$ cat src/rtl/load_store_unit_pkg.sv
// Shared control types for the memory stage: instruction classes, memory sub-types,
// LSU state encoding and access-size masks.
package load_store_unit_pkg;

    typedef enum logic [2:0] {
        ALU,
        LOAD,
        STORE,
        BRANCH,
        JUMP,
        SYSTEM
    } InstructionTypes;

    typedef enum logic [3:0] {
        SUB_NONE,
        LOAD_BYTE,
        LOAD_HALF,
        LOAD_WORD,
        ULOAD_BYTE,
        ULOAD_HALF,
        STORE_BYTE,
        STORE_HALF,
        STORE_WORD
    } InstructionSubTypes;

    typedef enum logic [1:0] {
        IDLE,
        LO,
        HI,
        RESP
    } LsuState;

    localparam logic [3:0] SIZE_MASK_BYTE = 4'h1;
    localparam logic [3:0] SIZE_MASK_HALF = 4'h3;
    localparam logic [3:0] SIZE_MASK_WORD = 4'hF;

    // Anything that is not a byte or halfword sub-type behaves as a full word.
    function automatic logic [3:0] size_mask(input InstructionSubTypes sub);
        case (sub)
            LOAD_BYTE, ULOAD_BYTE, STORE_BYTE: size_mask = SIZE_MASK_BYTE;
            LOAD_HALF, ULOAD_HALF, STORE_HALF: size_mask = SIZE_MASK_HALF;
            default:                           size_mask = SIZE_MASK_WORD;
        endcase
    endfunction

    function automatic logic is_unsigned(input InstructionSubTypes sub);
        is_unsigned = (sub == ULOAD_BYTE) || (sub == ULOAD_HALF);
    endfunction

    function automatic logic is_crossing(input logic [1:0] off, input logic [3:0] mask);
        logic [7:0] wide;
        wide        = {4'b0000, mask} << off;
        is_crossing = |wide[7:4];
    endfunction

endpackage

$ cat src/rtl/load_store_unit_if.sv
// Request/response and data-RAM signals of the load/store unit.
// slave = the LSU itself, master = the pipeline/RAM environment driving it.
interface load_store_unit_if #(
    parameter int ADDR_WIDTH = 32
);
    import load_store_unit_pkg::*;

    logic                  iValid;
    InstructionTypes       iInstructionType;
    InstructionSubTypes    iMemoryInstructionType;
    logic [ADDR_WIDTH-1:0] iAddress;
    logic [31:0]           iWriteData;
    logic                  oBusy;
    logic                  oRespValid;
    logic [31:0]           oLoadData;
    logic                  oMisaligned;
    logic                  oMemEn;
    logic                  oMemWriteEn;
    logic [ADDR_WIDTH-1:0] oMemAddress;
    logic [3:0]            oMemByteEn;
    logic [31:0]           oMemWriteData;
    logic [31:0]           iMemReadData;

    modport slave (
        input  iValid, iInstructionType, iMemoryInstructionType, iAddress, iWriteData, iMemReadData,
        output oBusy, oRespValid, oLoadData, oMisaligned,
        output oMemEn, oMemWriteEn, oMemAddress, oMemByteEn, oMemWriteData
    );

    modport master (
        output iValid, iInstructionType, iMemoryInstructionType, iAddress, iWriteData, iMemReadData,
        input  oBusy, oRespValid, oLoadData, oMisaligned,
        input  oMemEn, oMemWriteEn, oMemAddress, oMemByteEn, oMemWriteData
    );

endinterface

$ cat src/rtl/load_store_unit_lane_align.sv
// Combinational byte-lane steering: store data/enables spread over two words,
// load data merged from two words, shifted down and sign/zero-extended.
module lsu_lane_align (
    input  logic [1:0]  off_i,
    input  logic [3:0]  mask_i,
    input  logic        unsigned_i,
    input  logic [31:0] wdata_i,
    input  logic [31:0] rd_word_i,
    input  logic [31:0] lo_word_i,
    output logic [63:0] wdata64_o,
    output logic [7:0]  wide_o,
    output logic        crossing_o,
    output logic [31:0] load_data_o
);
    logic [63:0] merged;
    logic [31:0] aligned;

    always_comb begin
        wide_o     = {4'b0000, mask_i} << off_i;
        crossing_o = |wide_o[7:4];
        wdata64_o  = {32'h0, wdata_i} << {off_i, 3'b000};

        // A non-crossing access only ever reads one word, which then serves as the low word.
        merged  = crossing_o ? {rd_word_i, lo_word_i} : {32'h0, rd_word_i};
        aligned = 32'(merged >> {off_i, 3'b000});

        case (mask_i)
            4'h1:    load_data_o = unsigned_i ? {24'h0, aligned[7:0]}
                                              : {{24{aligned[7]}}, aligned[7:0]};
            4'h3:    load_data_o = unsigned_i ? {16'h0, aligned[15:0]}
                                              : {{16{aligned[15]}}, aligned[15:0]};
            default: load_data_o = aligned;
        endcase
    end

endmodule

$ cat src/rtl/load_store_unit.sv
// Load/store unit: one request at a time, aligned RAM word accesses, split of word-crossing
// accesses into LO/HI cycles. Optional MISALIGN_TRAP_EN traps crossing requests instead.
module load_store_unit
    import load_store_unit_pkg::*;
#(
    parameter int ADDR_WIDTH = 32,
    parameter int DATA_WIDTH = 32
) (
    input  logic              iClk,
    input  logic              iRst,
    load_store_unit_if.slave  lsu
);
    LsuState               state_q, state_d;
    logic [ADDR_WIDTH-1:0] addr_q;
    logic [DATA_WIDTH-1:0] wdata_q;
    logic [DATA_WIDTH-1:0] lo_word_q;
    logic [3:0]            mask_q;
    logic                  store_q;
    logic                  unsigned_q;

    logic                  accept;
    logic [63:0]           wdata64;
    logic [7:0]            wide;
    logic                  crossing;
    logic [31:0]           load_data;
    logic [ADDR_WIDTH-1:0] word_addr;

    assign accept    = (state_q == IDLE) && lsu.iValid &&
                       ((lsu.iInstructionType == LOAD) || (lsu.iInstructionType == STORE));
    assign word_addr = {addr_q[ADDR_WIDTH-1:2], 2'b00};

    lsu_lane_align u_align (
        .off_i       (addr_q[1:0]),
        .mask_i      (mask_q),
        .unsigned_i  (unsigned_q),
        .wdata_i     (wdata_q),
        .rd_word_i   (lsu.iMemReadData),
        .lo_word_i   (lo_word_q),
        .wdata64_o   (wdata64),
        .wide_o      (wide),
        .crossing_o  (crossing),
        .load_data_o (load_data)
    );

    always_ff @(posedge iClk or posedge iRst) begin
        if (iRst) begin
            state_q    <= IDLE;
            addr_q     <= '0;
            wdata_q    <= '0;
            lo_word_q  <= '0;
            mask_q     <= '0;
            store_q    <= 1'b0;
            unsigned_q <= 1'b0;
        end else begin
            state_q <= state_d;
            if (accept) begin
                addr_q     <= lsu.iAddress;
                wdata_q    <= lsu.iWriteData;
                mask_q     <= size_mask(lsu.iMemoryInstructionType);
                store_q    <= (lsu.iInstructionType == STORE);
                unsigned_q <= is_unsigned(lsu.iMemoryInstructionType);
            end
            // During HI the RAM returns the word read in LO.
            if (state_q == HI) begin
                lo_word_q <= lsu.iMemReadData;
            end
        end
    end

    always_comb begin
        state_d           = state_q;
        lsu.oBusy         = (state_q != IDLE);
        lsu.oRespValid    = 1'b0;
        lsu.oLoadData     = '0;
        lsu.oMisaligned   = 1'b0;
        lsu.oMemEn        = 1'b0;
        lsu.oMemWriteEn   = 1'b0;
        lsu.oMemAddress   = '0;
        lsu.oMemByteEn    = '0;
        lsu.oMemWriteData = '0;

        case (state_q)
            IDLE: begin
                if (accept) begin
`ifdef MISALIGN_TRAP_EN
                    state_d = is_crossing(lsu.iAddress[1:0], size_mask(lsu.iMemoryInstructionType))
                              ? RESP : LO;
`else
                    state_d = LO;
`endif
                end
            end
            LO: begin
                lsu.oMemEn        = 1'b1;
                lsu.oMemWriteEn   = store_q;
                lsu.oMemAddress   = word_addr;
                lsu.oMemByteEn    = store_q ? wide[3:0] : 4'h0;
                lsu.oMemWriteData = wdata64[31:0];
                state_d           = crossing ? HI : RESP;
            end
            HI: begin
                lsu.oMemEn        = 1'b1;
                lsu.oMemWriteEn   = store_q;
                lsu.oMemAddress   = word_addr + ADDR_WIDTH'(4);
                lsu.oMemByteEn    = store_q ? wide[7:4] : 4'h0;
                lsu.oMemWriteData = wdata64[63:32];
                state_d           = RESP;
            end
            RESP: begin
                lsu.oRespValid = 1'b1;
`ifdef MISALIGN_TRAP_EN
                lsu.oMisaligned = crossing;
                lsu.oLoadData   = (store_q || crossing) ? 32'h0 : load_data;
`else
                lsu.oLoadData   = store_q ? 32'h0 : load_data;
`endif
                state_d = IDLE;
            end
            default: state_d = IDLE;
        endcase
    end

endmodule

$ cat src/flat_wrapper.sv
// flat-port wrapper written by rule: the top's interface ports become plain ports
module load_store_unit_flat import load_store_unit_pkg::*;
#(
    parameter int ADDR_WIDTH = 32,
    parameter int DATA_WIDTH = 32
)
  (iClk, iRst, lsu_iValid, lsu_iInstructionType, lsu_iMemoryInstructionType, lsu_iAddress, lsu_iWriteData, lsu_iMemReadData, lsu_oBusy, lsu_oRespValid, lsu_oLoadData, lsu_oMisaligned, lsu_oMemEn, lsu_oMemWriteEn, lsu_oMemAddress, lsu_oMemByteEn, lsu_oMemWriteData);
  load_store_unit_if #(.ADDR_WIDTH(ADDR_WIDTH)) lsu_i ();
  input  logic iClk;
  input  logic iRst;
  input wire logic [$bits(lsu_i.iValid)-1:0] lsu_iValid;
  input wire logic [$bits(lsu_i.iInstructionType)-1:0] lsu_iInstructionType;
  input wire logic [$bits(lsu_i.iMemoryInstructionType)-1:0] lsu_iMemoryInstructionType;
  input wire logic [$bits(lsu_i.iAddress)-1:0] lsu_iAddress;
  input wire logic [$bits(lsu_i.iWriteData)-1:0] lsu_iWriteData;
  input wire logic [$bits(lsu_i.iMemReadData)-1:0] lsu_iMemReadData;
  output wire logic [$bits(lsu_i.oBusy)-1:0] lsu_oBusy;
  output wire logic [$bits(lsu_i.oRespValid)-1:0] lsu_oRespValid;
  output wire logic [$bits(lsu_i.oLoadData)-1:0] lsu_oLoadData;
  output wire logic [$bits(lsu_i.oMisaligned)-1:0] lsu_oMisaligned;
  output wire logic [$bits(lsu_i.oMemEn)-1:0] lsu_oMemEn;
  output wire logic [$bits(lsu_i.oMemWriteEn)-1:0] lsu_oMemWriteEn;
  output wire logic [$bits(lsu_i.oMemAddress)-1:0] lsu_oMemAddress;
  output wire logic [$bits(lsu_i.oMemByteEn)-1:0] lsu_oMemByteEn;
  output wire logic [$bits(lsu_i.oMemWriteData)-1:0] lsu_oMemWriteData;
  assign lsu_i.iValid = lsu_iValid;
  assign lsu_i.iInstructionType = lsu_iInstructionType;
  assign lsu_i.iMemoryInstructionType = lsu_iMemoryInstructionType;
  assign lsu_i.iAddress = lsu_iAddress;
  assign lsu_i.iWriteData = lsu_iWriteData;
  assign lsu_i.iMemReadData = lsu_iMemReadData;
  assign lsu_oBusy = lsu_i.oBusy;
  assign lsu_oRespValid = lsu_i.oRespValid;
  assign lsu_oLoadData = lsu_i.oLoadData;
  assign lsu_oMisaligned = lsu_i.oMisaligned;
  assign lsu_oMemEn = lsu_i.oMemEn;
  assign lsu_oMemWriteEn = lsu_i.oMemWriteEn;
  assign lsu_oMemAddress = lsu_i.oMemAddress;
  assign lsu_oMemByteEn = lsu_i.oMemByteEn;
  assign lsu_oMemWriteData = lsu_i.oMemWriteData;
  load_store_unit #(.ADDR_WIDTH(ADDR_WIDTH), .DATA_WIDTH(DATA_WIDTH)) u_core (.iClk(iClk), .iRst(iRst), .lsu(lsu_i));
endmodule
$ cat config.mk
export PLATFORM = sky130hd
export DESIGN_NAME = load_store_unit_flat
export DESIGN_NICKNAME = d
export VERILOG_FILES = /design/src/rtl/load_store_unit_pkg.sv /design/src/rtl/load_store_unit_if.sv /design/src/rtl/load_store_unit_lane_align.sv /design/src/rtl/load_store_unit.sv /design/src/flat_wrapper.sv
export SDC_FILE = /design/constraint.sdc
export NUM_CORES = 1
export LEC_CHECK = 0
export ABC_AREA = 1
export ABC_CLOCK_PERIOD_IN_PS = 4850
export CAP_MARGIN = 20
export CELL_PAD_IN_SITES_DETAIL_PLACEMENT = 1
export CELL_PAD_IN_SITES_GLOBAL_PLACEMENT = 1
export CORE_MARGIN = 2
export CORE_UTILIZATION = 34
export DETAILED_ROUTE_END_ITERATION = 16
export PLACE_DENSITY_LB_ADDON = 0.15
export SYNTH_ARGS = -nofsm -noshare
export SYNTH_HDL_FRONTEND = slang
export SYNTH_SLANG_ARGS = --single-unit
$ cat constraint.sdc
create_clock -name iClk -period 4.85 [get_ports iClk]
set_input_delay 0.97 -clock iClk [delete_from_list [all_inputs] [get_ports iClk]]
set_output_delay 0.97 -clock iClk [all_outputs]
set_load 0.02 [all_outputs]
# --- Word-level counts from Yosys, hierarchy flattened ---
# Cells that the tools add are included.
classes:
  add_sub_neg: 1
  n_eq_ne: 14
  shift: 3
  muxes: 18
  reduce_logical: 10
op_table:
  columns: ["operator", "count"]
  rows:
  - ["one-hot mux 32 bit (2 select lines)", 3]
  - ["two-way mux 32 bit", 4]
  - ["two-way mux 64 bit", 1]
  - ["<< shifter 32 x 5 -> 64 bit", 1]
  - ["right shift 64 x 5 -> 32 bit", 1]
  - ["adder 32 x 3 -> 32 bit, second input constant", 1]
  - ["equality test 4 x 3 -> 1 bit, second input constant", 4]
  - ["one-hot mux 4 bit (2 select lines)", 2]
  - ["equality test 4 x 1 -> 1 bit, second input constant", 2]
  - ["equality test 4 x 2 -> 1 bit, second input constant", 2]
  - ["two-way mux 4 bit", 2]
  - ["one-hot mux 2 bit (4 select lines)", 1]
  - ["<< shifter 4 x 2 -> 8 bit", 1]
  - ["OR reduction 3 bit", 2]
  - ["equality test 2 bit, second input constant", 2]
  - ["two-way mux 1 bit", 4]
  - ["OR reduction 4 bit", 1]
  - ["equality test 3 x 1 -> 1 bit, second input constant", 1]
  - ["equality test 3 x 2 -> 1 bit, second input constant", 1]
  - ["equality test 2 x 1 -> 1 bit, second input constant", 1]
  - ["logical AND 1 bit", 2]
  - ["zero test 2 bit", 1]
  - ["logical OR 1 bit", 2]
  - ["two-way mux 2 bit", 1]
  - ["3 further kinds", 3]
word_totals:
  regBits: 104
  wordCells: 53

# --- Longest topological paths before layout ---
# Gate-level depths: netlist (run 1).
depth:
  word_depth: 8
  ltp_mapped: 14
  depth_no_buf: 13

# --- Hierarchy ---
# Synthesis (run 1) repeated with hierarchy kept, for this count alone.
hier_totals:
  hier_cells: 1509
  hier_area_um2: 8898.5
modules_own_cells:
  columns: ["module", "n_inst", "cells_per_inst", "area_each_um2", "seq_area_each_um2"]
  rows:
  - ["load_store_unit", 1, 928, 6038.3, 2577.5]
  - ["lsu_lane_align", 1, 581, 2860.2, 0.0]

# --- Least setup slack after synthesis (run 1) ---
# Ideal clock, no wire load.
synth_path:
  path_kind: "register -> output"
  startpoint: "register u_core.state_q[0]"
  endpoint: "output port lsu_oMemWriteData[27]"
  t_arrival_ps: 1961
  t_required_ps: 3880
  setup_slack_ps: 1919
  stages_incl_launch_ff: 8
  path_buffers: 1
  cell_sequence: "dfrtp_1 > inv_1 > ha_1 > nand2_1 > inv_1 > clkbuf_1 > o21ai_0 > a31oi_1"
synth_between:
  elab_chain_len: 2
  elab_cells_between_ends: 3
  cone_classes: "2 x eq/ne; 1 x mux"
synth_rtl:
  columns: ["element", "line", "text"]
  rows:
  - ["start, declared", "load_store_unit.sv:13", "LsuState state_q, state_d;"]
  - ["start signal, assigned", "load_store_unit.sv:55", "state_q <= state_d;"]
  - ["equality test 2 bit / equality test 2 x 1 -> 1 bit (equally long branches)", "load_store_unit.sv:82", "case (state_q)"]
  - ["one-hot mux 32 bit (2 select lines) (*)", "load_store_unit.sv:82", null]
  - ["end, declared", "flat_wrapper.sv:25", "output wire logic [$bits(lsu_i.oMemWriteData)-1:0] lsu_oMemWriteData;"]
# Mark *: on every way between the ends. The rest lies on a longest branch, timed or not.

# --- Worst setup path after layout (run 1) ---
layout_path:
  startpoint: "register u_core.addr_q[1]"
  endpoint: "output port lsu_oLoadData[16]"
layout_between:
  elab_chain_len: 8
  elab_cells_between_ends: 9
  cone_classes: "2 x shift; 6 x mux; 1 x reduce/logical"
layout_rtl:
  columns: ["element", "line", "text"]
  rows:
  - ["start, declared", "load_store_unit.sv:14", "logic [ADDR_WIDTH-1:0] addr_q;"]
  - ["start signal, assigned", "load_store_unit.sv:57", "addr_q <= lsu.iAddress;"]
  - ["<< shifter 4 x 2 -> 8 bit", "load_store_unit_lane_align.sv:19", "wide_o = {4'b0000, mask_i} << off_i;"]
  - ["OR reduction 4 bit", "load_store_unit_lane_align.sv:20", "crossing_o = |wide_o[7:4];"]
  - ["two-way mux 64 bit", "load_store_unit_lane_align.sv:24", "merged = crossing_o ? {rd_word_i, lo_word_i} : {32'h0, rd_word_i};"]
  - ["right shift 64 x 5 -> 32 bit (*)", "load_store_unit_lane_align.sv:25", "aligned = 32'(merged >> {off_i, 3'b000});"]
  - ["two-way mux 32 bit, on equally long branches", "load_store_unit_lane_align.sv:30, load_store_unit_lane_align.sv:28", null]
  - ["one-hot mux 32 bit (2 select lines) (*)", "load_store_unit_lane_align.sv:27", "case (mask_i)"]
  - ["two-way mux 32 bit (*)", "load_store_unit.sv:115", "lsu.oLoadData = store_q ? 32'h0 : load_data;"]
  - ["two-way mux 32 bit (*)", "load_store_unit.sv:82", null]
  - ["end, declared", "flat_wrapper.sv:19", "output wire logic [$bits(lsu_i.oLoadData)-1:0] lsu_oLoadData;"]
# Marks and branches as above.

==> results of run 1 <==
-- sequential cells by signal, indices dropped and copies added, names as in the netlist --
signal             flops
u_core.unsigned_q      1
u_core.addr_q         32
u_core.wdata_q        32
u_core.mask_q          3
u_core.lo_word_q      32
u_core.state_q         2
u_core.store_q         1
-- area by class of cell --
cell class | count | area [sq um] | share of cell area, %
tap | 285 | 356.6 | 3.467
clock inverter | 7 | 70.07 | 0.6813
multi-input combinational | 933 | 4335 | 42.15
clock buffer | 9 | 225.2 | 2.190
timing repair buffer | 225 | 2220 | 21.58
sequential | 103 | 2582 | 25.11
inverter | 131 | 495.5 | 4.817
-- layer usage --
metal | wire, um | part of all wire, % | up-vias
li1 | - | - | 4360
met1 | 13700 | 47 | 4267
met2 | 13770 | 47 | 193
met3 | 1179 | 4.0 | 36
met4 | 648 | 2.2 | 0
met5 | 0 | 0 | -
-- cell usage after synthesis (7+ instances only) --
cell        n  area (sq um)
a21oi_1    74         370.4
a31oi_1    14         87.58
buf_1       9         33.78
buf_2       7         35.03
buf_4       8         60.06
clkbuf_1   53         198.9
dfrtp_1   103          2577
inv_1     123         461.7
nand2_1   402          1509
nand3_1    66         330.3
nand4_1    12         75.07
nor2_1     70         262.8
nor2_2     12         75.07
nor3_1      8         40.04
o211ai_1   15         112.6
o21ai_0   208          1041
o21ai_1     9         45.04
o22ai_1     8         50.05
-- worst reg2reg max path: cells and delay by family (launching register included) --
kind / cells / cell delay (ps)
buffers and inverters: 4 / 1640
flip-flops: 1 / 420
AND/OR/NAND/NOR: 5 / 380
adder cells (fa/ha/maj): 1 / 270
-- logic make-up (layout without fill, tap and decap cells) --
family | count (synthesis) | after routing | synth area share, %
xor gates and xnor gates | 4 | 4 | 0.4529
adders and majority gates | 6 | 6 | 0.9705
buffers and inverters | 210 | 372 | 10.89
DFF | 103 | 103 | 33.32
other | 1 | 3 | 0.04848
muxes | 2 | 2 | 0.2588
AOI/OAI and AO/OA | 334 | 334 | 22.68
and+or+nand+nor | 583 | 584 | 31.38
-- stage by stage --
stage	utilization (%)	cell area [sq um]
after detailed placement	44.34	9977
after CTS	45.65	10270
after global routing	45.70	10280
after floorplan	-	7742
final	45.70	10280
after global placement	44.34	9977
-- final timing paths --
path,from,endpoint,slack [ps],depth (start not counted)
max,u_core.addr_q[1],lsu_oLoadData[16],420,10
min,u_core.lo_word_q[0],u_core.lo_word_q[0],500,2
max reg2reg,u_core.state_q[0],u_core.wdata_q[25],2030,10
min reg2reg,u_core.lo_word_q[0],u_core.lo_word_q[0],500,2
max in group asynchronous,iRst,u_core.addr_q[30],2890,3
min in group asynchronous,iRst,u_core.lo_word_q[27],1110,2
-- power breakdown --
group | leakage, nW | internal [mW] | switching [mW]
clock | 0.146 | 0.403 | 0.369
sequential | 1.25 | 1.28 | 0.360
combinational | 3.05 | 1.61 | 3.06
==> metrics, run 1 <==
die footprint=between 20000 and 25000 sq um; Least-Margin Pin Slew=about 870 ps; clock sinks=103; pre-CTS setup slack=roughly 570 ps; max_slew headroom=a little over two fifths; CP Class=reg -> out; Final Routed Wirelength=between 20000 and 30000 um; Final Max Tran Viols=0; Die H=154.8 um; Fillers=2940; GR Util met3=just over 4%; hold-fix buffers at CTS=0; # diodes=0; DR vias/cell=about 5.2; first drt pass iteration count=5; slowest stage delay, CP=~640 ps; Post-synth EDFFs=0; Initial Util=about a third; status=finished, final reports clean; Pleak=roughly 4.5 nW; Cell variety after synth=38; post-CTS setup buffer count=0; total gr overflow=0; ys flop type=dfrtp_1; most common cell after layout, fill and taps aside=nand2_1; grt met2 use=roughly two fifths; crit-path leading delay family=simple AND/OR/NAND/NOR gates; detailed-route via count=around 9000; Slowest-stage cell, CP=dfrtp_4; final std cells w/o fill=about 1700; IO buf count=~210; drc violations=0; synthesized area=about 7700 sq um; GPL Wtd Cong=between 0.8 and 0.9; PostCTS Resize Cnt=0; Pwr Total=slightly above 7 mW; placeable core area=22500 sq um; RSZ-0062 raised after global routing=no; largest net degree at the start of global routing=between 80 and 90; grt met1 use=33.09%; period utilization=between 90% and 100%; Hold WC Path Type=reg -> reg; crit path buf inv count=1; GRT Total Usage=between 20% and 30%; Final nets=roughly 1500; Syn Area/Cell=between 6 and 7 sq um; commonest non-fill, non-tap cells in the layout=nand2_1, o21ai_0, clkdlybuf4s50_1; wire length per cell=around 17 um; minimum clock period=roughly 4400 ps; IO Pins=between 200 and 250; worst hold margin=slightly below 500 ps; Critical Path Start Type=flip-flop; Req. time, crit path=3880 ps; initial antenna violation count=0; FF+latch count, synth=approximately 100; max_cap viols=0; Hold Vio Cnt, Final=0; Post-Synthesis Cells=around 1200; cells along the critical path=nand2_1 -> nand3_4 -> nand2_1 -> nand3_1 -> nand3_1 -> nand3_4 -> nand2_4 -> nor2_4 -> nor2_1 -> clkdlybuf4s50_1; crit path DAT=3460 ps; final setup fails=0; Longest Clk Path Bufs=2; Synth-to-Final Area Change=32.97%; Die Width=about 150 um; total CTS buffers=9; crit end category=output pin; Max Clock Skew=~11 ps; CTS tree=yes; maximum VDD drop=between 0.0002 and 0.00025 V; # rows=55; H-tree levels=3; first-pass GRT wire length=47360 um; initial DRC count=~440; dpl cells=about 1700; root buf cell=clkbuf_16; P per Cell Area=between 600 and 700 nW/um^2; Clock Pin Slew Worst Setup and Hold Paths=~80 ps; number of global-route vias before repair=approximately 9000; Final ANT Viol Nets=0; setup_tns=0 ps; Clk Latency, worst-skew pair=around 360 ps; final worst setup slack=~420 ps; share of flip-flops with an asynchronous set or reset=100.0%; sequential-to-total area share from yosys stat=approximately a third; post-DP HPWL=20810 um; share of cells above drive strength 1=roughly 4.6%; busiest grt layer=met2; Max Clock Freq=225.8 MHz; Max FO, Critical Path=28; synth warn=0
Note: power is estimated with default switching activity, not from simulation.
==> run 2: changes to the inputs <==
Settings changed: RECOVER_POWER from default to 50.
==> run 2 against run 1 <==
The flow now finishes with violations (max-capacitance violations, max-slew violations); routed wire length hardly changed; via count is 0.10% higher; utilization is 0.10 points lower; die area stayed put; fmax is 0.21% lower; register-to-register slack worse by 640 ps; final cell count stayed put; cell area is 0.22% lower; critical path depth stayed put; global-route usage stayed put.
==> metrics, run 2 (synthesis results as in run 1) <==
crit path DAT=roughly 3500 ps; setup_tns=0 ps; commonest non-fill, non-tap cells in the layout=nand2_1, o21ai_0, clkdlybuf4s50_1; initial DRC count=434; Sw Share=a little over half; post-DP HPWL=around 21000 um; period utilization=91.49%; final setup fails=0; Clock Pin Slew Worst Setup and Hold Paths=~80 ps; most common cell after layout, fill and taps aside=nand2_1; first drt pass iteration count=5; Pwr Total=7.070 mW; initial antenna violation count=0; DR vias/cell=roughly 5.2; Synth-to-Final Area Change=32.67%; CP Class=reg -> out; H-tree levels=3; GPL Wtd Cong=between 0.8 and 0.9; IO Pins=around 210; RSZ-0062 raised after global routing=no; Least-Margin Pin Slew=2879 ps; share of cells above drive strength 1=under 10%; P per Cell Area=slightly below 700 nW/um^2; hold endpoint=u_core.lo_word_q[0]; PostCTS Resize Cnt=0; CTS tree=yes; Worst Hold Depth=2; Initial Util=between 30% and 40%; die footprint=between 20000 and 25000 sq um; IO buf count=207; crit end category=output pin; Pleak=4.436 nW; drc violations=0; root buf cell=clkbuf_16; number of global-route vias before repair=approximately 9000; post-CTS setup buffer count=0; Final Routed Wirelength=29320 um; FF-to-FF path depth=10; Final ANT Viol Nets=0; clock share of power=11.0%; total gr overflow=0; Final nets=around 1500; detailed-route via count=8865; Hold Startpoint=u_core.lo_word_q[0]; combinational share of power=approximately two thirds; Max Clock Skew=10.15 ps; Final Max Tran Viols=between 60 and 70; FF-to-FF End=u_core.wdata_q[25]; Die Width=about 150 um; Max FO, Critical Path=28; Clk Latency, worst-skew pair=360 ps; Seq pwr share=23.2%; max_cap viols=1; Critical Path Start Type=flip-flop; GRT Total Usage=about a quarter; Hold Vio Cnt, Final=0; placeable core area=22500 sq um; Die H=between 150 and 200 um; r2r setup slk=between 1000 and 1500 ps; failing checks=max-capacitance violations, max-slew violations; status=finished, violations left; Regs by FF count=u_core.addr_q: 32 flops, u_core.lo_word_q: 32 flops, u_core.wdata_q: 32 flops; # rows=55; hold-fix buffers at CTS=0; final std cells w/o fill=approximately 1700; first-pass GRT wire length=47360 um; max_slew headroom=-92.97%; Int Power=approximately 3.3 mW; Max Clock Freq=about 230 MHz; largest net degree at the start of global routing=85; dpl cells=1676; Hold WC Path Type=reg -> reg; Req. time, crit path=a little under 4000 ps; Longest Clk Path Bufs=2; clock sinks=103; total CTS buffers=9; # diodes=0; wire length per cell=17.32 um; worst r2r src=u_core.state_q[0]; maximum VDD drop=between 0.0002 and 0.00025 V; NetSw=approximately 3.8 mW; minimum clock period=around 4400 ps
## run 2: critical path: stages, from the launching register on
cell and delay (ps):
dfrtp_4 650, nand2_1 300, nand3_4 360, nand2_1 130
nand3_1 100, nand3_1 150, nand3_4 220, nand2_4 70
nor2_4 490, nor2_1 90, clkdlybuf4s50_1 560
## run 2: through the flow
step                      area (sq um)  hold slack [ps]  utilization (%)  setup slack [ps]
final                            10260            496.4            45.60             412.8
after global routing             10260            545.4            45.60             161.2
after CTS                        10270            496.3            45.65             128.3
after detailed placement          9977            477.3            44.34             570.8
after global placement            9977            469.7            44.34             649.2
after floorplan                   7742            453.4                -              1176
## run 2: routing by layer
layer / share of wire (%) / wire length, um / vias to the layer above / global-route usage [%]
met5: 0 / 0 / - / 0
met4: 2.2 / 636 / 0 / 7.231
met3: 4.1 / 1205 / 36 / 4.063
met2: 47 / 13710 / 191 / 40.63
met1: 47 / 13770 / 4280 / 33.09
li1: - / - / 4358 / -
## run 2: worst max-delay path by stage
| stage | from | endpoint | slack [ps] |
|---|---|---|---|
| after global placement | lsu_iMemReadData[7] | lsu_oLoadData[16] | 650 |
| after CTS | u_core.addr_q[1] | lsu_oLoadData[16] | 130 |
| after detailed placement | u_core.addr_q[1] | lsu_oLoadData[16] | 570 |
| after global routing | u_core.state_q[0] | lsu_oMemWriteData[6] | 160 |
| after floorplan | iRst | u_core.addr_q[0] | 1180 |
| final | u_core.addr_q[1] | lsu_oLoadData[16] | 410 |
## run 2: area by class of cell
type                       instances  area [sq um]
timing repair buffer             225          2202
inverter                         131         493.0
clock inverter                     7         70.07
multi-input combinational        933          4333
sequential                       103          2582
clock buffer                       9         225.2
tap                              285         356.6
fill                            2945         12240
## run 2: power by group through the flow
| stage | clock network, mW | registers [mW] | logic, mW |
|---|---|---|---|
| floorplan | 0 | 1.49 | 3.17 |
| global placement | 0 | 1.63 | 4.55 |
| detailed placement | 0 | 1.64 | 4.63 |
| CTS | 0.791 | 1.64 | 4.67 |
| global route | 0.823 | 1.70 | 5.22 |
| finish | 0.775 | 1.64 | 4.65 |
==> run 3: changes to the inputs <==
Settings changed: ABC_AREA 1 to default, CORE_UTILIZATION 34 to 37.
==> run 3 against run 2 <==
The flow still finishes with violations (max-capacitance violations, max-slew violations); critical path depth decreased by 3; setup slack better by 16 ps; register-to-register slack gained 320 ps; via count is 17% lower; global-route usage fell by 0.49 points; die area down 8.3%; worst hold slack better by 15 ps; synthesized cell count shrank 34%; clock skew decreased by 4.3 ps; sequential share of layout area shrank 0.35 points; utilization increased by 5.2 points; critical endpoint is now lsu_oLoadData[14]; largest cell class unchanged.
==> metrics, run 3 <==
number of global-route vias before repair=roughly 7500; sequential-to-total area share from yosys stat=between 30 and 40%; max_slew headroom=-85.26%; most common cell after layout, fill and taps aside=clkdlybuf4s50_1; post-DP HPWL=roughly 19000 um; maximum VDD drop=about 0.00034 V; Final ANT Viol Nets=0; post-synth top area cell=dfrtp_1; ys flop type=dfrtp_1; Pleak=between 3 and 4 nW; cells along the critical path=clkdlybuf4s50_1 -> nand2_1 -> mux2i_1 -> o22ai_1 -> or4b_1 -> nand3_1 -> clkdlybuf4s50_1; drc violations=0; placeable core area=around 20000 sq um; slowest stage delay, CP=approximately 670 ps; Max FO, Critical Path=7; Die H=about 150 um; Cell Area, Placed=9981 sq um; synthesized area=7701 sq um; period utilization=91.17%; max_cap viols=2; clock sinks=around 100; commonest non-fill, non-tap cells in the layout=clkdlybuf4s50_1, mux2_2, nand2_1; largest net degree at the start of global routing=roughly 80; H-tree levels=3; Seq. cell area=~2600 sq um; FF+latch count, synth=102; Hold WC Path Type=reg -> reg; Clk Latency, worst-skew pair=around 360 ps; initial DRC count=~470; synth warn=0; total CTS buffers=9; RSZ-0062 raised after global routing=no; Cell variety after synth=56; Initial Util=a little under two fifths; first drt pass iteration count=5; hold-fix buffers at CTS=0; Sw Share=roughly 45%; Max Clock Skew=just under 6 ps; CP dominant cell by count=clkdlybuf4s50_1; Slowest-stage cell, CP=or4b_1; IO Pins=about 210; Final Routed Wirelength=between 20000 and 30000 um; CTS tree=yes; final setup fails=0; crit end category=output pin; Synth-to-Final Area Change=33.81%; PostCTS Resize Cnt=0; Syn Area/Cell=roughly 9.4 sq um; wire length per cell=approximately 21 um; Post-synth EDFFs=0; most common cell in the netlist=mux2_2; total gr overflow=0; failing checks=max-capacitance violations, max-slew violations; Least-Margin Pin Slew=between 2000 and 3000 ps; Req. time, crit path=about 3900 ps; crit path DAT=between 3000 and 4000 ps; Critical Path Start Type=input port; detailed-route via count=~7400; DR vias/cell=5.814; status=finished, violations left; minimum clock period=about 4400 ps; Regs by FF count=u_core.addr_q: 32 flops, u_core.wdata_q: 32 flops, u_core.lo_word_q: 31 flops; share of cells above drive strength 1=~18%; initial antenna violation count=2; combinational share of power=approximately three fifths; post-CTS setup buffer count=0; area of the multi-input gates=roughly 4800 sq um; root buf cell=clkbuf_16; CP Class=in -> out; NetSw=around 3.1 mW; P per Cell Area=approximately 660 nW/um^2; most frequent cells after synthesis=mux2_2, dfrtp_1, nand2_1, o21ai_0, mux2i_1; share of flip-flops with an asynchronous set or reset=100.0%; Longest Clk Path Bufs=2; Seq pwr share=a little over a quarter; Final Cell Area=10300 sq um; Post-Synthesis Cells=823; Int Power=approximately 3.7 mW; clock share of power=~13%; Fillers=approximately 2300; die footprint=21980 sq um; Max Clock Freq=226.2 MHz; Area contributors post-synth=dfrtp_1, mux2_2, nand2_1; Hold Vio Cnt, Final=0; first-pass GRT wire length=between 40000 and 50000 um; # rows=52; GRT Total Usage=24.07%; Clock Pin Slew Worst Setup and Hold Paths=approximately 70 ps; GPL Wtd Cong=between 0.8 and 0.9; top-area cell type share of the netlist area=around a third; Die Width=148.3 um; setup_tns=0 ps; Final Max Tran Viols=between 100 and 150; IO buf count=between 200 and 250; Final nets=between 1000 and 1500
## run 3: cell types whose count changed after synthesis, sizes merged, moves of 48 or more
cell | before | now
nand2 | 406 | 101
inv | 127 | 12
nand3 | 70 | 22
nor2 | 83 | 29
mux2 | 0 | 117
o21ai | 217 | 56
## run 3: cell families after synthesis
group	after synthesis	share of synthesized area [%]
other	1	0.04869
AO/OA/AOI/OAI	219	19.24
multiplexers	165	25.62
XOR/XNOR	3	0.3412
AND/OR/NAND/NOR	242	15.50
buffers and inverters	85	5.134
flip-flops	102	33.14
adder cells (fa/ha/maj)	6	0.9748
## run 3: power by group through the flow
stage / logic, mW / clock network [mW] / registers, mW
floorplan: 2.89 / 0 / 1.57
global placement: 4.04 / 0 / 1.79
detailed placement: 4.10 / 0 / 1.81
CTS: 4.13 / 0.867 / 1.80
global route: 4.43 / 0.900 / 1.89
finish: 4.10 / 0.847 / 1.81
## run 3: through the flow
stage / power [mW] / hold slack, ps / utilization [%] / instances / worst slack, ps
2_1_floorplan: 4.460 / 475.2 / - / 825 / 1205
3_3_place_gp: 5.828 / 483.0 / 49.17 / 1255 / 449.3
3_5_place_dp: 5.907 / 498.4 / 49.17 / 1255 / 411.0
4_1_cts: 6.793 / 514.8 / 50.84 / 1271 / 400.6
5_1_grt: 7.215 / 524.9 / 50.75 / 1271 / 197.9
6_report: 6.752 / 511.0 / 50.76 / 1272 / 428.5
## run 3: area by class of cell
class / instances / share of cell area (%)
multi-input combinational: 638 / 46.27
sequential: 102 / 24.82
timing repair buffer: 233 / 21.87
tap: 270 / 3.278
clock buffer: 10 / 2.222
clock inverter: 6 / 1.068
inverter: 12 / 0.4492
antenna: 1 / 0.02428
## run 3: routing by layer
layer / wire (um) / GRT usage (%) / vias to the layer above
met5: 0 / 0 / -
met4: 529 / 7.381 / 0
met3: 1382 / 4.571 / 29
met2: 12760 / 39.35 / 203
met1: 11880 / 32.47 / 3718
li1: - / - / 3446
## run 3: worst max-delay path, delay by kind of cell
family	cells	cell delay (ps)
AO/OA/AOI/OAI	1	170
multiplexers	1	210
buffers and inverters	2	1190
AND/OR/NAND/NOR	3	910
## run 3: worst paths after layout
check	from	endpoint	slack [ps]	cells past startpoint
min in group asynchronous	iRst	u_core.lo_word_q[14]	1830	2
max in group asynchronous	iRst	u_core.addr_q[27]	860	3
hold reg to reg	u_core.lo_word_q[3]	u_core.lo_word_q[3]	510	1
setup reg to reg	u_core.state_q[1]	u_core.mask_q[1]	1710	7
setup / recovery	lsu_iMemReadData[23]	lsu_oLoadData[14]	430	7
hold / removal	u_core.lo_word_q[3]	u_core.lo_word_q[3]	510	1
